$ cat src/rtl/siso_word_deser.sv
// Serial-to-parallel word assembler with a one-entry valid/ready output register.
// Define SIPO_PARITY_EN to expect an even-parity bit after each WIDTH-bit frame.
module siso_word_deser #(
   parameter int WIDTH = 8
) (
   input  logic             clk,
   input  logic             rst,
   input  logic             sin,
   input  logic             sin_valid,
   output logic [WIDTH-1:0] dout,
   output logic             dout_valid,
   input  logic             dout_ready,
   output logic             overflow,
   input  logic             clr_ovf,
   output logic             parity_err
);

   localparam int CW = (WIDTH > 1) ? $clog2(WIDTH) : 1;
   localparam logic [CW-1:0] LAST = CW'(WIDTH - 1);

`ifdef SIPO_PARITY_EN
   typedef enum logic [1:0] {
      IDLE  = 2'd0,
      SHIFT = 2'd1,
      PAR   = 2'd2
   } state_t;
`else
   typedef enum logic [1:0] {
      IDLE  = 2'd0,
      SHIFT = 2'd1
   } state_t;
`endif

   state_t           state;
   state_t           state_nxt;
   logic [CW-1:0]    cnt;
   logic [CW-1:0]    cnt_nxt;
   logic [WIDTH-1:0] sreg;
   logic [WIDTH-1:0] sreg_nxt;
   logic [WIDTH-1:0] shifted;
   logic [WIDTH-1:0] word;
   logic             deliver;
   logic             load;
   logic             drop;
`ifdef SIPO_PARITY_EN
   logic             perr;
`endif

   assign shifted = {sreg[WIDTH-2:0], sin};

   always_ff @(posedge clk or posedge rst) begin
      if (rst) begin
         state <= IDLE;
         cnt   <= '0;
         sreg  <= '0;
      end else begin
         state <= state_nxt;
         cnt   <= cnt_nxt;
         sreg  <= sreg_nxt;
      end
   end

   always_comb begin
      state_nxt = state;
      cnt_nxt   = cnt;
      sreg_nxt  = sreg;
      word      = sreg;
      deliver   = 1'b0;
`ifdef SIPO_PARITY_EN
      perr      = 1'b0;
`endif
      unique case (state)
         IDLE: begin
            if (sin_valid) begin
               // first accepted bit ends up in the MSB after WIDTH-1 more shifts
               sreg_nxt  = {{(WIDTH-1){1'b0}}, sin};
               cnt_nxt   = CW'(1);
               state_nxt = SHIFT;
            end
         end
         SHIFT: begin
            if (sin_valid) begin
               sreg_nxt = shifted;
               if (cnt == LAST) begin
                  cnt_nxt = '0;
`ifdef SIPO_PARITY_EN
                  state_nxt = PAR;
`else
                  state_nxt = IDLE;
                  deliver   = 1'b1;
                  word      = shifted;
`endif
               end else begin
                  cnt_nxt = cnt + CW'(1);
               end
            end
         end
`ifdef SIPO_PARITY_EN
         PAR: begin
            if (sin_valid) begin
               state_nxt = IDLE;
               deliver   = 1'b1;
               word      = sreg;
               perr      = (^sreg) ^ sin;
            end
         end
`endif
         default: begin
            state_nxt = IDLE;
            cnt_nxt   = '0;
            sreg_nxt  = '0;
         end
      endcase
   end

   // a full register that drains on the same edge still accepts the new word
   assign load = deliver && (!dout_valid || dout_ready);
   assign drop = deliver && dout_valid && !dout_ready;

   always_ff @(posedge clk or posedge rst) begin
      if (rst) begin
         dout       <= '0;
         dout_valid <= 1'b0;
         overflow   <= 1'b0;
      end else begin
         if (load) begin
            dout       <= word;
            dout_valid <= 1'b1;
         end else if (dout_valid && dout_ready) begin
            dout_valid <= 1'b0;
         end
         if (drop) begin
            overflow <= 1'b1;
         end else if (clr_ovf) begin
            overflow <= 1'b0;
         end
      end
   end

`ifdef SIPO_PARITY_EN
   always_ff @(posedge clk or posedge rst) begin
      if (rst) begin
         parity_err <= 1'b0;
      end else if (load) begin
         parity_err <= perr;
      end
   end
`else
   assign parity_err = 1'b0;
`endif

endmodule

$ cat config.mk
export PLATFORM = sky130hd
export DESIGN_NAME = siso_word_deser
export DESIGN_NICKNAME = d
export VERILOG_FILES = /design/src/rtl/siso_word_deser.sv
export SDC_FILE = /design/constraint.sdc
export NUM_CORES = 1
export LEC_CHECK = 0
export ABC_AREA = 1
export BUFFER_PORTS_ARGS = -buffer_cell sky130_fd_sc_hd__buf_2
export CORE_ASPECT_RATIO = 0.8
export CORE_MARGIN = 8
export CORE_UTILIZATION = 51
export DETAILED_ROUTE_END_ITERATION = 12
export GPL_ROUTABILITY_DRIVEN = 0
export PLACE_DENSITY = 0.83
export SYNTH_ARGS = -nofsm -noshare
export SYNTH_HDL_FRONTEND = slang
export SYNTH_SLANG_ARGS = --single-unit
export TNS_END_PERCENT = 30
$ cat constraint.sdc
create_clock -name clk -period 1.75 [get_ports clk]
set_clock_uncertainty 0.2 [all_clocks]
set_input_delay 0.35 -clock clk [delete_from_list [all_inputs] [get_ports clk]]
set_output_delay 0.35 -clock clk [all_outputs]
set_load 0.05 [all_outputs]
Word-level counts from Yosys, hierarchy flattened

Cells that the tools add are included.

Add/subtract/negate cells: 1
Eq/ne operators: 5
Mux-type cells: 21
Reductions and logical operators: 12

Operators by type and width:

| kind                | number |
|---|---|
| $mux 8              | 5 |
| $pmux 8 s2          | 1 |
| $mux 3              | 3 |
| $mux 1              | 7 |
| $mux 2              | 3 |
| $ne 2x2->1 const B  | 3 |
| $pmux 3 s2          | 1 |
| $logic_and 1x1->1   | 4 |
| $pmux 2 s2          | 1 |
| $reduce_bool 2->1   | 2 |
| $add 3x1->3 const B | 1 |
| $eq 3x3->1 const B  | 1 |
| $reduce_and 3->1    | 1 |
| $eq 2x1->1 const B  | 1 |
| $logic_not 1->1     | 2 |
| $logic_not 2->1     | 1 |
| $reduce_and 2->1    | 1 |
| $logic_or 1x1->1    | 1 |

Flip-flop bits (word level): 23
Input bits: 6
Output and inout port bits: 11

Longest topological paths before layout

Gate-level depths: netlist of the first run.

Depth in word-level cells: 7
Mapped depth: 7
Mapped depth without buffers: 7

Worst setup path after synthesis of the first run

No wires, ideal clock.

Path type: register -> register
Start: register cnt[0]
End: register dout[0]
Library setup time: 0.065 ns
Arrival: 1.162 ns
Setup slack: 0.323 ns
Stages on the path, launching flop included: 8
Path buffers: 0
Period minus slack after synthesis: 1.427 ns
Path through: dfrtp_1 -> ha_1 -> ha_1 -> inv_1 -> nor2_8 -> nand2_4 -> nand2_1 -> nand2_1

Cells in the longest elaborated chain, start to end: 5

RTL lines:

| element                | line | text |
|---|---|---|
| start, declared        | 36   | `logic [CW-1:0] cnt;` |
| start signal, assigned | 58   | `cnt <= cnt_nxt;` |
| $eq 3x3->1 *           | 84   | `if (cnt == LAST) begin` |
| $mux 1                 | 84   |  |
| $mux 1                 | 82   | `if (sin_valid) begin` |
| $mux 1                 | 72   | `unique case (state)` |
| $logic_and 1x1->1      | 117  | `assign load = deliver && (!dout_valid \|\| dout_ready);` |
| end signal, assigned   | 127  | `dout <= word;` |
| end, declared          | 10   | `output logic [WIDTH-1:0] dout,` |

Every way passes the cells marked *; elsewhere a longest branch is shown, timed or not.
A chain may end at the register's enable or synchronous reset.

Worst setup path in the final report of the first run

Start: register cnt[0]
End: register dout[5]

The elaborated chain is that of the path after synthesis.

==> results of run 1 <==
[kinds of logic after synthesis]
family          after synthesis
fa+ha+maj                     2
other cells                   1
buf+inv                      15
compound gates                9
flops                        21
simple gates                 40
[repair_timing]
| action | 4_1_cts | 5_1_grt |
|---|---|---|
| endpoints found under the hold margin | 21 | 0 |
| buffers inserted | 0 | 0 |
| hold buffers | 1 | 0 |
| setup endpoints to repair | 0 | 0 |
[metrics by stage]
step | power, uW | hold slack (ns) | setup slack (ns)
2_1_floorplan | 1220 | 0.127 | 0.323
3_3_place_gp | 1360 | 0.185 | 0.264
3_5_place_dp | 1370 | 0.187 | 0.215
4_1_cts | 1600 | 0.0324 | 0.192
5_1_grt | 1700 | 0.0494 | 0.113
6_report | 1590 | 0.0406 | 0.184
[registers in the layout, indices dropped and copies added, names as in the netlist]
name and flops:
dout_valid 1, cnt 3, dout 8, state 1, overflow 1, sreg 7
[power by group]
part           switching [uW]  internal, uW
Combinational             477           166
Clock                     141          85.3
Sequential               86.9           632
Total                     705           883
[path summary, 6_finish.rpt]
kind	end	cells after the start
min in group asynchronous	sreg[0]	4
max reg2reg	dout[5]	7
min reg2reg	dout[0]	2
max in group asynchronous	cnt[0]	4
max	dout[5]	7
min	overflow	2
[layout by cell type (no fill, tap or decap), types with 2 or more instances in the layout]
master | Yosys | layout
sky130_fd_sc_hd__buf_2 | 2 | 15
sky130_fd_sc_hd__clkbuf_4 | 0 | 3
sky130_fd_sc_hd__dfrtp_1 | 21 | 21
sky130_fd_sc_hd__ha_1 | 2 | 2
sky130_fd_sc_hd__inv_1 | 12 | 12
sky130_fd_sc_hd__nand2_1 | 23 | 23
sky130_fd_sc_hd__nand2_4 | 2 | 2
sky130_fd_sc_hd__nand3_1 | 11 | 11
sky130_fd_sc_hd__nor2_1 | 3 | 3
sky130_fd_sc_hd__o22ai_1 | 7 | 7
[layer usage]
| metal | part of all wire, % | vias to the layer above | track usage, % |
|---|---|---|---|
| met3 | 10 | 2 | 5.05 |
| met5 | 0 | - | 0 |
| met1 | 40 | 315 | 11.4 |
| met4 | 0.77 | 0 | 4.25 |
| li1 | - | 316 | - |
| met2 | 49 | 24 | 17.8 |
[area by class of cell]
cell class / instances / area share, %
well taps: 22 / 2.75
multi-input cells: 52 / 28.2
clock inverters: 1 / 0.501
repair buffers: 17 / 9.26
inverters: 12 / 4.51
flip-flops and latches: 21 / 52.6
clock buffers: 3 / 2.25
[worst reg2reg max path, delay by kind of cell, from the launching register on]
kind,cells,cell delay [ns]
adders and majority gates,2,0.34
buffers and inverters,1,0.10
DFF,1,0.39
and+or+nand+nor,4,0.43
==> impl_metrics.env, run 1 <==
export IMPL_run_status="complete, no violations"
export IMPL_rows=13
export IMPL_antennaDiodeCount=0
export IMPL_synth_fp_nets=96
export IMPL_multi_input_area_sq_um=282
export IMPL_crit_path_top_delay_cell="sky130_fd_sc_hd__dfrtp_1"
export IMPL_clock_sinks=21
export IMPL_cpLargestDelayFamily="simple AND/OR/NAND/NOR gates"
export IMPL_hold_class="input pin to flop"
export IMPL_cts_root_buf="sky130_fd_sc_hd__clkbuf_4"
export IMPL_synth_cell_types=14
export IMPL_power_per_cell_area_mw_per_mm2=1590
export IMPL_grt_pass1_wl_mm=2.77
export IMPL_detail_route_wl_per_cell_um=12.2
export IMPL_initial_standard_cell_utilization_of_the_core_pct=54.0
export IMPL_grt_remaining_overflow=0
export IMPL_grt_setup_unrepaired="false"
export IMPL_number_of_flip_flops_and_latches_in_the_synthesized_netlist=21
export IMPL_timing_rr_start="cnt[0]"
export IMPL_fin_tns_setup_ns=0
export IMPL_maximum_clock_rate_mhz=638
export IMPL_fillerInstances=132
export IMPL_finish_instance_area_sq_um=1000
export IMPL_start_kind="flop"
export IMPL_cp_required_ns=1.75
export IMPL_worst_hold_startpoint="clr_ovf"
export IMPL_cts_tree="done"
export IMPL_highest_cell_delay_on_the_worst_timing_path_ns=0.39
export IMPL_netlist_top_cells_count="sky130_fd_sc_hd__nand2_1, sky130_fd_sc_hd__dfrtp_1, sky130_fd_sc_hd__inv_1"
export IMPL_period_minus_slack_ns=1.57
export IMPL_synth_area_mux_share_pct=0
export IMPL_power_static_leakage_uw=0.000559
export IMPL_cts_clk_slew_worst_paths_ns=0.11
export IMPL_synth_top_family_by_area="simple AND/OR/NAND/NOR gates"
export IMPL_floorplan_die_area_sq_mm=0.00329
export IMPL_finalCoreUtilization_pct=62.1
export IMPL_totalWireLength_mm=1.57
export IMPL_die_width_um=62.2
export IMPL_slew_violations=0
export IMPL_antenna_found_initial=0
export IMPL_io_buffers=15
export IMPL_avg_cell_area_syn_sq_um=9.88
export IMPL_dr_pass1_iters=6
export IMPL_cts_max_level=1
export IMPL_final_min_period_over_clock_period_pct=89.5
export IMPL_final_cells=128
export IMPL_timing_worst_setup_path_type="flop to flop"
export IMPL_largest_fanout_on_the_critical_path=10
export IMPL_complex_gate_fraction_of_the_synthesized_area_pct=6.62
export IMPL_synth_cell_area_sq_um=870
export IMPL_synth_enable_flop_cells=0
export IMPL_design_portCount=17
export IMPL_synthesis_yosys_warnings=0
export IMPL_first_global_vias=638
export IMPL_route_vias_total=657
export IMPL_ys_flop_type="sky130_fd_sc_hd__dfrtp_1"
export IMPL_r2r_setup_slack_ns=0.18
export IMPL_worstPathBufferInverterCount=1
export IMPL_ctsResizeCount=0
export IMPL_post_route_drc=0
export IMPL_yosys_area_share_adder_pct=2.88
export IMPL_timing_final_setup_violations=0
export IMPL_placed_cell_areas_sq_um=962
export IMPL_clk_latency_ns=0.30
export IMPL_drt_iter0_drc=34
export IMPL_grt_usage_pct=10.6
export IMPL_worstSetupStartpoint="cnt[0]"
export IMPL_timing_critical_path_arrival_ns=1.57
export IMPL_drive_gt1_share_pct=21.7
export IMPL_post_synth_inst_count=88
export IMPL_synth_xor_xnor_area_share_pct=0
export IMPL_syn_to_final_growth_pct=15.0
export IMPL_dp_hpwl_mm=1.15
export IMPL_synthMostInstantiatedCell="sky130_fd_sc_hd__nand2_1"
export IMPL_ys_top_cells_by_area="sky130_fd_sc_hd__dfrtp_1, sky130_fd_sc_hd__nand2_1, sky130_fd_sc_hd__nand3_1"
export IMPL_timing_critical_path_cells="ha_1, ha_1, inv_1, nor2_8, nand2_4, nand2_1, nand2_1"
export IMPL_dp_cells=123
export IMPL_final_net_count=115
export IMPL_ir_drop_mv=0.875
export IMPL_simple_gate_share_of_the_synthesized_area_pct=22.4
export IMPL_regArea_sq_um=526
export IMPL_synth_top_area_share_pct=60.4
export IMPL_cts_made_buffers=3
export IMPL_nature_of_the_critical_path_endpoint="flop"
export IMPL_grt_start_max_net_pins=22
export IMPL_synth_sequential_area_ratio_pct=60.4
export IMPL_ctsLongestPathBuffers=2
export IMPL_synthDominantAreaCellType="sky130_fd_sc_hd__dfrtp_1"
export IMPL_fp_dieH_um=52.9
export IMPL_core_sq_mm=0.00161
export IMPL_timing_max_cap_violations=0
export IMPL_finalHoldViolCount=0
export IMPL_antenna_nets_post_route=0
export IMPL_asyncSetResetFlopFracSynth_pct=100
export IMPL_dr_vias_cell=5.13
(Power assumes the default switching activity.)
==> run 2, diff against run 1 <==
SETUP_SLACK_MARGIN = 0.3   (was not set)
==> run 2 against run 1 <==
  * Wire length up 14%
  * Setup slack better by 0.098 ns
  * Sequential power up 3%
  * Sequential share of layout area down 6.6 points
  * Critical path depth unchanged
  * Hold slack better by 0.00053 ns
  * Non-clock buffer count up 9
  * Clock-buffer cell count unchanged
  * Utilization up 8.9 points
  * Global-route usage up 0.64 points
  * Via count up 6.5%
  * Die area unchanged
  * Critical path type unchanged
  * Largest cell class unchanged
  * Largest power group is now combinational cells
  * Highest routed layer unchanged
==> impl_metrics.env, run 2 (same netlist as run 1, synthesis figures left out) <==
export IMPL_timing_final_setup_violations=0
export IMPL_run_status="complete, no violations"
export IMPL_cts_clk_slew_worst_paths_ns=0.11
export IMPL_route_vias_total=700
export IMPL_detail_route_wl_per_cell_um=12.9
export IMPL_internal_pwr_total_uw=1060
export IMPL_timing_worst_setup_path_type="flop to flop"
export IMPL_final_net_count=125
export IMPL_finalHoldViolCount=0
export IMPL_io_buffers=15
export IMPL_die_width_um=62.2
export IMPL_clk_latency_ns=0.30
export IMPL_r2r_setup_slack_ns=0.28
export IMPL_worstSetupStartpoint="cnt[0]"
export IMPL_layout_top_registers="dout (8), sreg (7), cnt (3)"
export IMPL_antenna_nets_post_route=0
export IMPL_dp_cells=123
export IMPL_worst_hold_startpoint="clr_ovf"
export IMPL_timing_hold_ws_ns=0.0412
export IMPL_first_global_vias=664
export IMPL_floorplan_die_area_sq_mm=0.00329
export IMPL_timing_critical_path_arrival_ns=1.48
export IMPL_timing_rr_start="cnt[0]"
export IMPL_hold_class="input pin to flop"
export IMPL_placed_cell_areas_sq_um=962
export IMPL_cp_required_ns=1.76
export IMPL_initial_standard_cell_utilization_of_the_core_pct=54.0
export IMPL_p_switching_uw=776
export IMPL_timing_critical_path_cells="ha_2, ha_4, inv_4, nor2_8, nand2_4, nand2_2, nand2_2"
export IMPL_multi_input_area_sq_um=318
export IMPL_start_kind="flop"
export IMPL_grt_setup_unrepaired="true"
export IMPL_pwr_share_seq_pct=40.1
export IMPL_rows=13
export IMPL_fp_dieH_um=52.9
export IMPL_largest_register_ffs=8
export IMPL_totalWireLength_mm=1.79
export IMPL_post_route_drc=0
export IMPL_maximum_clock_rate_mhz=681
export IMPL_dp_hpwl_mm=1.15
export IMPL_critical_path_reg2reg_endpoint="dout[7]"
export IMPL_min_path_cells=2
export IMPL_period_minus_slack_ns=1.47
export IMPL_largest_register="dout"
export IMPL_ctsLongestPathBuffers=2
export IMPL_fin_tns_setup_ns=0
export IMPL_commonest_non_fill_non_tap_cell_in_the_layout="sky130_fd_sc_hd__dfrtp_1"
export IMPL_holdPathEnd="overflow"
export IMPL_nature_of_the_critical_path_endpoint="flop"
export IMPL_crit_path_top_delay_cell="sky130_fd_sc_hd__dfrtp_1"
export IMPL_highest_cell_delay_on_the_worst_timing_path_ns=0.38
export IMPL_slew_violations=0
export IMPL_clock_power_share_pct=12.2
export IMPL_switching_share_pct=42.2
export IMPL_met3_usage_pct=5.26
export IMPL_cts_made_buffers=3
export IMPL_worstPathBufferInverterCount=1
export IMPL_grt_start_max_net_pins=22
export IMPL_grt_use_met1_pct=12.7
export IMPL_critical_path_top_cell_by_count="sky130_fd_sc_hd__nand2_2"
export IMPL_syn_to_final_growth_pct=31.4
export IMPL_antenna_found_initial=0
export IMPL_grt_busiest_layer="met2"
export IMPL_regArea_sq_um=526
export IMPL_share_comb_of_total_power_pct=47.7
export IMPL_rr_worst_depth=7
export IMPL_grt_pass1_wl_mm=2.93
export IMPL_fillerInstances=109
export IMPL_dr_pass1_iters=4
export IMPL_dr_vias_cell=5.07
export IMPL_timing_max_cap_violations=0
export IMPL_antennaDiodeCount=0
export IMPL_grt_usage_pct=11.2
export IMPL_final_cell_mix="sky130_fd_sc_hd__dfrtp_1, sky130_fd_sc_hd__nand2_1, sky130_fd_sc_hd__buf_4"
export IMPL_cts_root_buf="sky130_fd_sc_hd__clkbuf_4"
export IMPL_core_sq_mm=0.00161
export IMPL_drt_iter0_drc=30
export IMPL_global_route_usage_met2_pct=18.4
export IMPL_final_min_period_over_clock_period_pct=83.9
export IMPL_largest_fanout_on_the_critical_path=8
export IMPL_finish_instance_area_sq_mm=0.00114
export IMPL_finalCoreUtilization_pct=70.9
export IMPL_cts_max_level=1
export IMPL_power_per_cell_area_mw_per_mm2=1610
export IMPL_grt_remaining_overflow=0
export IMPL_drive_gt1_share_pct=34.5
export IMPL_ir_drop_mv=0.862
export IMPL_final_cells=138
export IMPL_cpLargestDelayFamily="flip-flops"
export IMPL_power_static_leakage_uw=0.000610
export IMPL_clock_sinks=21
export IMPL_design_portCount=17
export IMPL_cts_tree="done"
-- run 2: changes by cell type in the layout (fill, tap and decap cells not counted) --
cell                      change
sky130_fd_sc_hd__nand2_2      +4
sky130_fd_sc_hd__buf_4       +16
sky130_fd_sc_hd__ha_4         +1
sky130_fd_sc_hd__nor2_4       +1
sky130_fd_sc_hd__buf_6        +3
sky130_fd_sc_hd__ha_1         -2
sky130_fd_sc_hd__inv_1        -1
sky130_fd_sc_hd__inv_4        +1
sky130_fd_sc_hd__ha_2         +1
sky130_fd_sc_hd__buf_2       -10
sky130_fd_sc_hd__nand2_1      -4
-- run 2: worst max-delay path by stage --
| stage | to | slack, ns | cells after the start |
|---|---|---|---|
| 2_1_floorplan | dout[0] | 0.32 | 7 |
| 3_3_place_gp | dout[5] | 0.26 | 7 |
| 3_5_place_dp | dout[5] | 0.21 | 7 |
| 4_1_cts | dout[5] | 0.27 | 1 |
| 5_1_grt | dout[7] | 0.24 | 7 |
| 6_report | dout[7] | 0.28 | 7 |
-- run 2: timing repair --
item	CTS	global route
pin swaps	1	4
cloned	1	0
setup endpoints to repair	18	18
gates resized for setup	11	12
buffers inserted	1	8
endpoints found under the hold margin	21	0
hold buffers	1	0
-- run 2: final cells by class --
class | instances | share of cell area, %
clock inverter | 1 | 0.438
tap | 22 | 2.41
sequential | 21 | 46.0
inverter | 12 | 4.16
timing repair buffer | 26 | 17.2
multi-input combinational | 53 | 27.8
clock buffer | 3 | 1.97
-- run 2: metal layers --
layer	wire length, um	vias up
met5	0	-
met4	12	0
met3	144	2
met2	949	28
met1	679	332
li1	-	338
-- run 2: per-stage QoR --
stage	power (uW)	setup slack, ns
final	1840	0.282
after floorplan	1220	0.323
after detailed placement	1370	0.215
after global placement	1360	0.264
after CTS	1670	0.268
after global routing	1950	0.236
-- run 2: power groups by stage --
| stage | Clock [uW] | Combinational, uW | Sequential [uW] |
|---|---|---|---|
| 2_1_floorplan | 0 | 233 | 989 |
| 4_1_cts | 237 | 718 | 720 |
| 3_5_place_dp | 0 | 644 | 727 |
| 5_1_grt | 262 | 942 | 751 |
| 3_3_place_gp | 0 | 633 | 725 |
| 6_report | 225 | 877 | 737 |
